<file path="src/rtl/truth_table_engine.sv">
// truth_table_engine
//   Registered truth-table lookup with a serially reloadable table.
//   Evaluation path: a one-deep valid/ready output register. An accepted
//   request (in_valid && in_ready) returns active_table[in_data] on out_bit
//   one cycle later.
//   Load path: cfg_start opens a load. Each cfg_valid in LOAD shifts one bit
//   (index 0 first) into a shadow table. The complete shadow replaces
//   active_table atomically on the edge that accepts the final bit.
//   Optional macro TRUTH_TABLE_ENGINE_EVAL_COUNT_EN adds a 16-bit wrapping
//   counter of accepted requests on port eval_count.
// Ports:
//   clk, rst                       clock, synchronous active-high reset
//   in_valid/in_ready/in_data      evaluation request handshake
//   out_valid/out_ready/out_bit    result handshake
//   cfg_start/cfg_valid/cfg_bit    serial table load
//   cfg_busy                       load in progress
//   eval_count                     accepted-request count (macro only)
//   active_table                   table currently used for lookups
module truth_table_engine #(
    parameter int N_IN = 3,
    parameter logic [2**N_IN-1:0] RESET_TABLE = 8'hA5
) (
    input  logic                 clk,
    input  logic                 rst,
    input  logic                 in_valid,
    output logic                 in_ready,
    input  logic [N_IN-1:0]      in_data,
    output logic                 out_valid,
    input  logic                 out_ready,
    output logic                 out_bit,
    input  logic                 cfg_start,
    input  logic                 cfg_valid,
    input  logic                 cfg_bit,
    output logic                 cfg_busy,
`ifdef TRUTH_TABLE_ENGINE_EVAL_COUNT_EN
    output logic [15:0]          eval_count,
`endif
    output logic [2**N_IN-1:0]   active_table
);
    localparam int TW = 2**N_IN;
    localparam int CW = N_IN + 1;
    localparam logic [CW-1:0] LAST = CW'(TW - 1);

    typedef enum logic {IDLE, LOAD} state_t;

    state_t          state;
    logic [CW-1:0]   count;
    logic [TW-1:0]   shadow;
    logic [TW-1:0]   shadow_nx;
    logic            accept;

    assign in_ready = !out_valid || out_ready;
    assign accept   = in_valid && in_ready;
    assign cfg_busy = (state == LOAD);

    // Shadow with the incoming bit merged in; used both for the running
    // shadow and for the atomic swap on the final bit.
    always_comb begin
        shadow_nx = shadow;
        shadow_nx[count[N_IN-1:0]] = cfg_bit;
    end

    always_ff @(posedge clk) begin
        if (rst) begin
            out_valid    <= 1'b0;
            out_bit      <= 1'b0;
            state        <= IDLE;
            count        <= '0;
            shadow       <= '0;
            active_table <= RESET_TABLE;
        end else begin
            // Lookup uses the pre-edge table, so a request on the swap
            // edge still sees the old contents.
            if (accept) begin
                out_bit   <= active_table[in_data];
                out_valid <= 1'b1;
            end else if (out_ready) begin
                out_valid <= 1'b0;
            end

            case (state)
                IDLE: begin
                    if (cfg_start) begin
                        state  <= LOAD;
                        count  <= '0;
                        shadow <= '0;
                    end
                end
                LOAD: begin
                    // A restart wins even over the final bit: the partial
                    // data is dropped and active_table is left alone.
                    if (cfg_start) begin
                        count  <= '0;
                        shadow <= '0;
                    end else if (cfg_valid) begin
                        shadow <= shadow_nx;
                        count  <= count + 1'b1;
                        if (count == LAST) begin
                            active_table <= shadow_nx;
                            state        <= IDLE;
                        end
                    end
                end
                default: state <= IDLE;
            endcase
        end
    end

`ifdef TRUTH_TABLE_ENGINE_EVAL_COUNT_EN
    always_ff @(posedge clk) begin
        if (rst)
            eval_count <= '0;
        else if (accept)
            eval_count <= eval_count + 16'd1;
    end
`endif

endmodule
</file>
<file path="config.mk">
export PLATFORM = sky130hd
export DESIGN_NAME = truth_table_engine
export DESIGN_NICKNAME = d
export VERILOG_FILES = /design/src/rtl/truth_table_engine.sv
export SDC_FILE = /design/constraint.sdc
export NUM_CORES = 1
export LEC_CHECK = 0
export CAP_MARGIN = 20
export CORE_MARGIN = 4
export CORE_UTILIZATION = 50
export DETAILED_ROUTE_END_ITERATION = 12
export PLACE_DENSITY = 0.8
export SLEW_MARGIN = 30
export SYNTH_ARGS = -nofsm -noshare
export SYNTH_HDL_FRONTEND = slang
export SYNTH_SLANG_ARGS = --single-unit
</file>
<file path="constraint.sdc">
create_clock -name clk -period 1.54 [get_ports clk]
set_input_delay 0.231 -clock clk [delete_from_list [all_inputs] [get_ports clk]]
set_output_delay 0.231 -clock clk [all_outputs]
set_load 0.005 [all_outputs]
</file>
======== After elaboration in Yosys (flattened, before gate mapping) ========
Cells that the tools add are included.
storage, ports and cells
  output and inout port bits .............. 12
  logic and storage cells ................. 42
  flip-flop bits (word level) ............. 23
  input bits .............................. 10
cells by class
  reduce and logical (&&, ||, !) cells .... 7
  bitwise gates (word level) .............. 2
  $add $sub $neg .......................... 1
  mux-type cells .......................... 20
  $lt $le $gt $ge ......................... 3
  equality and inequality tests ........... 3
operators with widths
  operator                                                                number
  8-bit two-way mux                                                       3
  8-bit one-hot mux with 2 select lines                                   1
  4-bit two-way mux                                                       3
  8-bit bitwise mux                                                       1
  3-bit by 4-bit < comparator with 1-bit output (second input constant)   2
  1-bit two-way mux                                                       8
  4-bit one-hot mux with 2 select lines                                   1
  4-bit by 1-bit adder with 4-bit output (second input constant)          1
  4-bit by 3-bit equality test with 1-bit output (second input constant)  1
  4-bit AND reduction                                                     1
  1-bit binary-select mux with 3-bit select                               1
  1-bit demux with 3-bit select                                           1
  3-bit by 1-bit >= comparator with 1-bit output (second input constant)  1
  3-bit inequality test (second input constant)                           1
  1-bit logical AND                                                       2
  2-bit inequality test (second input constant)                           1
  1-bit inverter                                                          2
  1-bit one-hot mux with 2 select lines                                   1
  2-bit AND reduction                                                     1
  2-bit nonzero test                                                      1
  1-bit logical NOT                                                       1
  1-bit logical OR                                                        1

======== Longest topological paths before layout ========
Gate-level depths: netlist (run 1).
  depth in word-level cells ............... 8
  mapped depth ............................ 5
  depth with buffers taken out ............ 4

======== Worst setup path before layout (run 1) ========
OpenSTA, ideal clock, no wires.
  kind .................................... reg2reg
  start point ............................. register count[0]
  end point ............................... register active_table[3]
  setup slack ............................. 0.328 ns
  clock period less this slack ............ 1.212 ns
  path buffers ............................ 1
  library setup time ...................... 0.091 ns
  arrival ................................. 1.121 ns
  cell stages (with the launch flop) ...... 6
  cells stage by stage .................... dfxtp_1 ha_1 and3_2 buf_2 a21oi_1 a311oi_1
on the way
  word-level cells in the longest chain between the ends .. 5
  elaborated cells on any way between the ends .. 8
  classes of those cells .................. 2 x order compare; 1 x eq/ne; 3 x mux; 2 x reduce/logical
ends and longest elaborated chain
  what                                                                                                                                   RTL line  RTL
  from (decl)                                                                                                                            47        logic [CW-1:0] count;
  from (signal assigned)                                                                                                                 97        count <= count + 1'b1;
  3-bit by 4-bit < comparator with 1-bit output (not written as such) or 3-bit by 1-bit >= comparator with 1-bit output (tied branches)  60        shadow_nx[count[N_IN-1:0]] = cfg_bit;
  1-bit logical AND (not written as such)                                                                                                60
  1-bit two-way mux (not written as such)                                                                                                60
  1-bit demux with 3-bit select                                                                                                          60
  8-bit bitwise mux                                                                                                                      60
  to (signal assigned)                                                                                                                   99        active_table <= shadow_nx;
  to (decl)                                                                                                                              38        output logic [2**N_IN-1:0] active_table
Several ways; a longest one is shown, not always the timed one.
A chain may end at the register's enable or synchronous reset.

======== Final worst setup path (run 1) ========
  start point ............................. register active_table[0]
  end point ............................... output port active_table[0]
No word-level cell between the ends.

==> metrics.yaml, run 1 <==
ctsResizeCount: 3
rr_startpoint: "count[2]"
drc: 0
min_from: "shadow[4]"
area_delta_synth_final_pct: 25.4
syn-cell-area_um2: 1200
ys_top_cells_by_area: "dfxtp_1 (38%), mux2i_1 (9.1%), a21oi_1 (5.4%)"
crit_arrival_ns: 1.24
synth-edff-count: 0
cts_tree: "yes"
die_h_um: 57.1
wl_um: 3010
crit_required_ns: 1.31
final-hold-violation-count: 0
antennaDiodeCount: 0
path_cells: "clkdlybuf4s50_1"
drt.antenna.violating_nets: 0
clk_latency_ns: 0.31
register_area_um2: 465
place_area_um2: 1480
min_path_cells: 2
vias_per_cell: 5.86
synth_fp_nets: 142
r2r_end: "active_table[0]"
worst_pin_slew_ns: 0.374
grt_pass1_vias: 1074
cts-root-buf: "clkbuf_4"
min_to: "shadow[4]"
synth_ff_type: "dfxtp_1"
drtIter0Drc: 32
coreArea_um2: 2250
num_io_pins: 22
rsz0062_at_grt: "false"
status: "complete, no violations"
yosys.area.top_type: "dfxtp_1"
netlist_instances: 131
avgSynthCellArea_um2: 9.19
gr-usage-all-layers: 0.192
dieWidth_um: 57.1
fmax_ghz: 0.680
start_kind: "flip-flop"
n_fill_cell: 197
clk_pin_slew_ns: 0.12
drive_gt1_frac: 0.195
r2r_setup_slack_ns: 0.15
p_leak_nw: 0.551
layout.nets: 171
min_path_type: "reg2reg"
power.density_nw_per_um2: 671
die_area_um2: 3260
fin_cells: 187
setup-violations-final: 0
ys_ff_latch: 23
synth_cell_type_count: 38
cts_buffers: 3
drv_cap: 0
grt_pass1_wl_um: 5040
drv_slew: 0
io_buffers: 21
rr_worst_depth: 3
crit_type: "reg2out"
yosysSeqAreaShare: 0.383
cp_num_buf_inv: 1
cts_buffer_depth: 2
yosysWarnings: 0
antenna_found_initial: 0
drt_first_pass_iters: 4
synth_top_cell_area_share: 0.383
crit_slowest_cell: "clkdlybuf4s50_1"
cp_max_fo: 3
cts_setup_buffers: 0
cts_htree_levels: 1
final_area_um2: 1510
multi_input_area_um2: 661
initial_core_util: 0.534
relSlewSlack: 0.744
end_kind: "output port"
gr-total-overflow: 0
totalNegativeSetupSlack_ns: 0
cts_hold_buf: 0
dp_hpwl_um: 2320
place_inst: 183
clock_skew_ns: 0.00819
ys_async_sr_fraction: 0
gp_congestion: 0.784
wl_per_cell_um: 16.1
grt_max_degree: 13
via_count: 1096
finalCriticalPeriod_ns: 1.47
cpLargestDelayFamily: "buffers and inverters"
slowest_delay_ns: 0.54
ir_drop_mv: 0.428
fin_crit_sh: 0.955
rows: 17
cts.sinks: 23
-- per-stage QoR --
stage                     setup slack [ns]  hold slack, ns  power, W   util
after floorplan                      0.328           0.348  0.000683      -
after global placement             -0.0104           0.459  0.000742  0.655
after detailed placement            -0.123           0.470  0.000747  0.655
after CTS                           0.0445           0.487   0.00102  0.668
after global routing                0.0199           0.504   0.00106  0.669
final                               0.0690           0.489   0.00101  0.669
-- cell type report --
class                      count  share of cell area
multi-input combinational     94               0.438
sequential                    23               0.308
timing repair buffer          34               0.203
tap                           28              0.0232
clock buffer                   4              0.0174
inverter                       4             0.00995
-- cells by family after synthesis --
family | after synthesis | synth area share
compound gates | 39 | 0.209
xor+xnor | 2 | 0.0146
fa+ha+maj | 1 | 0.0104
buf+inv | 14 | 0.0707
flops | 23 | 0.383
mux | 11 | 0.0915
simple gates | 41 | 0.221
-- cells in the mapped netlist, types with 4 or more instances --
cell,n
a211oi_1,5
a21oi_1,13
buf_2,5
dfxtp_1,23
inv_1,4
mux2i_1,11
nand2_1,4
nor2_1,7
o211ai_1,4
o21ai_0,8
or3_1,4
-- cells in the final DEF, fill, tap and decap left out, types with 2 or more instances in the layout --
cell type	n
o31ai_1	3
o21ai_0	8
clkbuf_4	3
nor3b_2	3
nand2_1	4
or4_1	3
xnor2_1	2
buf_4	13
mux2i_1	11
dfxtp_1	21
nand3b_1	2
a21oi_1	13
nor2_1	7
a211oi_1	5
nand2b_1	2
or3_1	4
o211ai_1	4
inv_1	4
nor2b_1	2
clkdlybuf4s50_1	20
nand3_1	3
-- worst max-delay path by stage --
stage,cells after the start,slack [ns],end,startpoint
after floorplan,5,0.33,active_table[3],count[0]
after CTS,1,0.04,cfg_busy,cfg_busy
final,1,0.07,active_table[0],active_table[0]
after detailed placement,4,-0.12,active_table[0],cfg_start
after global placement,4,-0.01,active_table[3],cfg_start
after global routing,1,0.02,active_table[0],active_table[0]
-- sequential cells by signal, summed over array words and instances (netlist names) --
| register | flops |
|---|---|
| out_valid | 1 |
| active_table | 8 |
| shadow | 8 |
| out_bit | 1 |
| cfg_busy | 1 |
| count | 4 |
-- metal layers --
layer / up-vias / part of all wire / GRT usage
li1: 542 / - / -
met1: 529 / 0.47 / 0.251
met2: 23 / 0.48 / 0.330
met3: 2 / 0.046 / 0.0294
met4: 0 / 0.0057 / 0.0497
met5: - / 0 / 0
-- power by group --
part / leakage (nW) / total, W / internal [W] / switching, W
combinational: 0.348 / 0.000122 / 0.0000669 / 0.0000550
sequential: 0.187 / 0.000612 / 0.000603 / 0.00000880
clock: 0.0150 / 0.000279 / 0.000101 / 0.000178
total: 0.551 / 0.00101 / 0.000771 / 0.000242
(Power assumes the default switching activity.)
==> inputs of run 2 (changes only) <==
CTS_CLUSTER_SIZE = 24   (was not set)
==> results of run 2 <==
No change in the layout: final DEF, timing and power equal those of run 1.
